### config.mk
export PLATFORM = sky130hd
export DESIGN_NAME = shared_bus_arbiter
export DESIGN_NICKNAME = d
export VERILOG_FILES = /design/src/rtl/shared_bus_arb_pkg.sv /design/src/rtl/shared_bus_arbiter_rr_pick.sv /design/src/rtl/shared_bus_arbiter.sv
export SDC_FILE = /design/constraint.sdc
export NUM_CORES = 1
export LEC_CHECK = 0
export CAP_MARGIN = 5
export CORE_ASPECT_RATIO = 1.25
export CORE_MARGIN = 2
export CORE_UTILIZATION = 45
export CTS_CLUSTER_SIZE = 14
export DETAILED_ROUTE_END_ITERATION = 10
export GPL_ROUTABILITY_DRIVEN = 1
export GPL_TIMING_DRIVEN = 0
export HOLD_SLACK_MARGIN = 0.05
export PLACE_DENSITY_LB_ADDON = 0.15
export SYNTH_ARGS = -nofsm -noshare
export SYNTH_HDL_FRONTEND = slang
export SYNTH_SLANG_ARGS = --single-unit
export TNS_END_PERCENT = 10
### constraint.sdc
create_clock -name clk -period 3.62 [get_ports clk]
set_input_delay 0.362 -clock clk [delete_from_list [all_inputs] [get_ports clk]]
set_output_delay 0.362 -clock clk [all_outputs]
set_load 0.02 [all_outputs]
### src/rtl/shared_bus_arb_pkg.sv
// Shared types and helpers for the shared-bus owner scheduler.
package shared_bus_arb_pkg;

    typedef enum logic [1:0] {IDLE, SETUP, DRIVE, TURN} arb_state_t;

    // Index width with a floor of one bit so N=1 still yields a usable vector.
    function automatic int idw_of(input int n);
        return (n <= 1) ? 1 : $clog2(n);
    endfunction

endpackage

### src/rtl/shared_bus_arbiter_rr_pick.sv
// Combinational round-robin pick: first set req at index >= ptr, wrapping modulo N.
module rr_pick #(
    parameter int N   = 4,
    parameter int IDW = 2
) (
    input  logic [N-1:0]   req,
    input  logic [IDW-1:0] ptr,
    output logic           valid,
    output logic [IDW-1:0] idx
);

    logic [IDW:0] sum;

    // Scan from farthest to nearest so the nearest hit at/after ptr wins.
    always_comb begin
        valid = 1'b0;
        idx   = '0;
        sum   = '0;
        for (int k = N - 1; k >= 0; k--) begin
            sum = {1'b0, ptr} + (IDW + 1)'(k);
            if (sum >= (IDW + 1)'(N)) sum = sum - (IDW + 1)'(N);
            if (req[sum[IDW-1:0]]) begin
                valid = 1'b1;
                idx   = sum[IDW-1:0];
            end
        end
    end

endmodule

### src/rtl/shared_bus_arbiter.sv
// Round-robin owner scheduler for a shared tristate bus: SETUP -> DRIVE -> TURN windows.
// Optional contention checker enabled by defining SHARED_BUS_ARB_CONTENTION_CHK_EN.
module shared_bus_arbiter
    import shared_bus_arb_pkg::*;
#(
    parameter int N        = 4,
    parameter int MAX_HOLD = 8,
    parameter int TURN_CYC = 1,
    parameter int IDW      = idw_of(N)
) (
    input  logic           clk,
    input  logic           rst,
    input  logic [N-1:0]   req,
    input  logic [N-1:0]   last,
    input  logic [N-1:0]   drv_seen,
    output logic [N-1:0]   gnt,
    output logic [N-1:0]   drv_en,
    output logic [IDW-1:0] gnt_id,
    output logic           busy,
    output logic           err
);

    localparam int HW = idw_of(MAX_HOLD);
    localparam int TW = idw_of(TURN_CYC);
    localparam logic [HW-1:0]  HOLD_LIM = HW'(MAX_HOLD - 1);
    localparam logic [TW-1:0]  TURN_LIM = TW'(TURN_CYC - 1);
    localparam logic [IDW-1:0] LAST_ID  = IDW'(N - 1);

    arb_state_t     state, state_nx;
    logic [N-1:0]   gnt_nx, drv_nx, pick_oh;
    logic [IDW-1:0] id_nx, ptr, ptr_nx, ptr_inc, pick_idx;
    logic [HW-1:0]  hold_cnt, hold_nx;
    logic [TW-1:0]  turn_cnt, turn_nx;
    logic           pick_vld, own_req, own_last;

    rr_pick #(.N(N), .IDW(IDW)) u_pick (
        .req   (req),
        .ptr   (ptr),
        .valid (pick_vld),
        .idx   (pick_idx)
    );

    always_comb begin
        pick_oh           = '0;
        pick_oh[pick_idx] = 1'b1;
    end

    assign own_req  = req[gnt_id];
    assign own_last = last[gnt_id];
    assign ptr_inc  = (gnt_id == LAST_ID) ? '0 : gnt_id + IDW'(1);

    always_comb begin
        state_nx = state;
        gnt_nx   = gnt;
        drv_nx   = drv_en;
        id_nx    = gnt_id;
        ptr_nx   = ptr;
        hold_nx  = hold_cnt;
        turn_nx  = turn_cnt;
        case (state)
            IDLE: begin
                if (pick_vld) begin
                    state_nx = SETUP;
                    gnt_nx   = pick_oh;
                    id_nx    = pick_idx;
                end
            end
            SETUP: begin
                if (own_req) begin
                    state_nx = DRIVE;
                    drv_nx   = gnt;
                    hold_nx  = '0;
                end else begin
                    // Owner withdrew before driving; skip TURN since the net stayed floated.
                    state_nx = IDLE;
                    gnt_nx   = '0;
                    ptr_nx   = ptr_inc;
                end
            end
            DRIVE: begin
                hold_nx = hold_cnt + HW'(1);
                if (own_last || !own_req || hold_cnt == HOLD_LIM) begin
                    state_nx = TURN;
                    gnt_nx   = '0;
                    drv_nx   = '0;
                    ptr_nx   = ptr_inc;
                    turn_nx  = '0;
                end
            end
            TURN: begin
                if (turn_cnt == TURN_LIM) begin
                    if (pick_vld) begin
                        state_nx = SETUP;
                        gnt_nx   = pick_oh;
                        id_nx    = pick_idx;
                    end else begin
                        state_nx = IDLE;
                    end
                end else begin
                    turn_nx = turn_cnt + TW'(1);
                end
            end
            default: begin
                state_nx = IDLE;
                gnt_nx   = '0;
                drv_nx   = '0;
            end
        endcase
    end

    always_ff @(posedge clk or posedge rst) begin
        if (rst) begin
            state    <= IDLE;
            gnt      <= '0;
            drv_en   <= '0;
            gnt_id   <= '0;
            busy     <= 1'b0;
            ptr      <= '0;
            hold_cnt <= '0;
            turn_cnt <= '0;
        end else begin
            state    <= state_nx;
            gnt      <= gnt_nx;
            drv_en   <= drv_nx;
            gnt_id   <= id_nx;
            busy     <= (state_nx != IDLE);
            ptr      <= ptr_nx;
            hold_cnt <= hold_nx;
            turn_cnt <= turn_nx;
        end
    end

`ifdef SHARED_BUS_ARB_CONTENTION_CHK_EN
    // Two drivers at once, or anyone driving without permission, latches err until reset.
    logic clash;
    assign clash = ($countones(drv_seen) > 1) || ((drv_seen & ~drv_en) != '0);

    always_ff @(posedge clk or posedge rst) begin
        if (rst)        err <= 1'b0;
        else if (clash) err <= 1'b1;
    end
`else
    logic unused_drv_seen;
    assign unused_drv_seen = ^drv_seen;
    assign err = 1'b0;
`endif

endmodule

==> flow_metrics.env <==
export IMPL_result_of_the_run="complete, no violations"
export IMPL_p_leak_nw=0.5839
export IMPL_leading_cell_types_in_the_layout_fill_and_taps_excluded="clkdlybuf4s50_1, dfrtp_1, nor2_1, a22o_1"
export IMPL_tightestPinTransition_ns=0.6720
export IMPL_postSynthRegisterBits=18
export IMPL_cts_repair_resize_count=0
export IMPL_clock_tree_from_tritoncts="done"
export IMPL_start_kind="flip-flop"
export IMPL_drt_pass1_iterations=4
export IMPL_critical_path_endpoint_type="flip-flop"
export IMPL_grt_start_max_net_pins=19
export IMPL_post_dp_hpwl_um=1598
export IMPL_layout_cells_most_common="clkdlybuf4s50_1"
export IMPL_number_of_distinct_standard_cells_referenced_by_the_synthesized_netlist=32
export IMPL_placement_cell_area_um2=1274
export IMPL_setup_repair_after_global_routing_missed_its_margin="false"
export IMPL_remaining_drc_errors=0
export IMPL_layout_min_cycle_time_ns=2.002
export IMPL_portBuffers=20
export IMPL_ctsHtreeMaxLevel=1
export IMPL_design_die_area_um2=2701
export IMPL_design_area_um2=1310
export IMPL_final_hold_worst_slack_ns=0.4531
export IMPL_vdd_ir_drop_worst_mv=0.4536
export IMPL_syn_cell_area_um2=1035
export IMPL_std_cell_rows=19
export IMPL_clock_skew_ns=0.002711
export IMPL_final_hold_viol_count=0
export IMPL_detailroute_via_count=833
export IMPL_achievable_frequency_ghz=0.4996
export IMPL_wirelength_um=2018
export IMPL_path_cells="inv_1, ha_1, clkbuf_1, nand3_1, a32oi_1, mux2_2"
export IMPL_yosys_most_used_dff="dfrtp_1"
export IMPL_layout_drive_gt1_share_pct=13.56
export IMPL_synthCells=94
export IMPL_viasPerCell=5.591
export IMPL_cts_root_buf="clkbuf_4"
export IMPL_final_setup_tns_ns=0
export IMPL_grt_pass1_vias=792
export IMPL_core_area_um2=2187
export IMPL_worst_skew_pair_late_latency_ns=0.30
export IMPL_antenna_diode_count=0
export IMPL_drt_iter0_drcs=24
export IMPL_cts_hold_buffers_added=0
export IMPL_grt_pass1_wl_um=3360
export IMPL_cp_slowest_stage_delay_ns=0.41
export IMPL_cp_data_arrival_time_ns=2.19
export IMPL_critPathTopFamily="buffers and inverters"
export IMPL_detail_route_antenna_nets=0
export IMPL_floorplan_io_pins=26
export IMPL_postLayoutSetupSlackWorst_ns=1.618
export IMPL_global_route_total_overflow=0
export IMPL_cts_setup_buffers=0
export IMPL_finalSetupViolCount=0
export IMPL_tritoncts_num_sinks=18
export IMPL_p_total_mw=1.210
export IMPL_syn_mean_instance_area_um2=11.01
export IMPL_track_usage_pct=17.17
export IMPL_areaGrowthSynthToFinish_pct=26.60
export IMPL_pre_cts_ws_ns=1.367
export IMPL_synth_async_reset_ratio_pct=100.0
export IMPL_worst_ep_required_time_ns=3.81
export IMPL_n_fill_cell=210
export IMPL_finalWeightedCongestion=0.7090
export IMPL_cts_made_buffers=3
export IMPL_start_util_pct=47.31
export IMPL_power_density_nw_per_um2=923.3
export IMPL_antenna_found_initial=0
export IMPL_max_clock_path_buffers=2
export IMPL_die_h_um=57.61
export IMPL_synth_edf_count=0
export IMPL_final_nets=140
export IMPL_timing_slew_headroom_pct=55.15
export IMPL_cp_slowest_cell="dfrtp_1"
export IMPL_final_max_slew_violation_count=0
export IMPL_routed_wire_length_per_instance_um=13.54
export IMPL_cp_max_fo=8
export IMPL_drv_cap=0
export IMPL_worstHoldPathType="in2async"
export IMPL_die_width_um=46.89
export IMPL_crit_type="reg2reg"
export IMPL_post_synth_net_total=115
export IMPL_synth_seq_area_share_pct=43.53
export IMPL_worst_setup_hold_path_clk_slew_ns=0.10
export IMPL_post_route_period_util_pct=55.29
export IMPL_yosysWarningCount=0
export IMPL_crit_buf_inv=2
registers in the layout, indices dropped and copies added (netlist names):
register,flops
state,2
hold_cnt,3
gnt,4
drv_en,4
ptr,2
busy,1
gnt_id,2
logic make-up after synthesis:
family                     share of synthesized area [%]
DFF                                                43.53
and+or+nand+nor                                    8.707
adders and majority gates                          8.464
other                                             0.3624
buffers and inverters                              3.990
AOI/OAI and AO/OA                                  23.22
muxes                                              11.73
per-layer routing:
metal / track usage (%) / routed length [um] / vias to the layer above
met1: 19.76 / 863 / 397
li1: - / - / 401
met4: 9.524 / 58 / 0
met5: 0 / 0 / -
met3: 2.804 / 84 / 9
met2: 28.96 / 1011 / 26
path summary, 6_finish.rpt:
kind                                       startpoint  slack, ns  cells past startpoint                     to
worst max register to register     state[0]$_DFF_PP0_       1.62                      6     ptr[0]$_DFFE_PP0P_
max in group asynchronous                         rst       2.74                      2  gnt_id[1]$_DFFE_PP0P_
worst min register to register  drv_en[3]$_DFFE_PP0P_       0.52                      1  drv_en[3]$_DFFE_PP0P_
worst min-delay path                              rst       0.45                      2  drv_en[1]$_DFFE_PP0P_
min in group clk                drv_en[3]$_DFFE_PP0P_       0.52                      1  drv_en[3]$_DFFE_PP0P_
worst max-delay path               state[0]$_DFF_PP0_       1.62                      6     ptr[0]$_DFFE_PP0P_
per-stage QoR:
step | instances | util, %
6_report | 149 | 59.90
5_1_grt | 149 | 59.90
4_1_cts | 149 | 59.90
3_5_place_dp | 145 | 58.24
3_3_place_gp | 145 | 58.24
2_1_floorplan | 94 | -
synth_stat cells (2+ instances only):
cell type  instances  share of area [%]
mux2i_1            2                1.9
inv_1              7                2.5
a22o_1             8                6.8
nand2_1            2               0.73
mux2_2             5                5.4
a32o_1             5                4.8
dfrtp_1           18                 44
a21oi_1            7                3.4
o22ai_1            2                1.2
nand3_1            2               0.97
nand2b_1           2                1.2
ha_1               7                8.5
nor2_1             8                2.9
where the power goes:
group	internal [mW]	switching, mW	leakage, nW	total, mW
clock network	0.0614	0.0619	0.0210	0.123
logic	0.360	0.354	0.333	0.714
registers	0.292	0.0801	0.230	0.372
total	0.713	0.496	0.584	1.21
cell type report:
type	instances	area (um^2)	share of cell area [%]
multi-input combinational	66	543.0	41.45
sequential	18	450.4	34.38
timing repair buffer	20	200.2	15.28
tap	31	38.79	2.961
clock buffer	4	36.28	2.770
inverter	8	30.03	2.292
buffer	2	11.26	0.8596
Note: power is estimated with default switching activity, not from simulation.
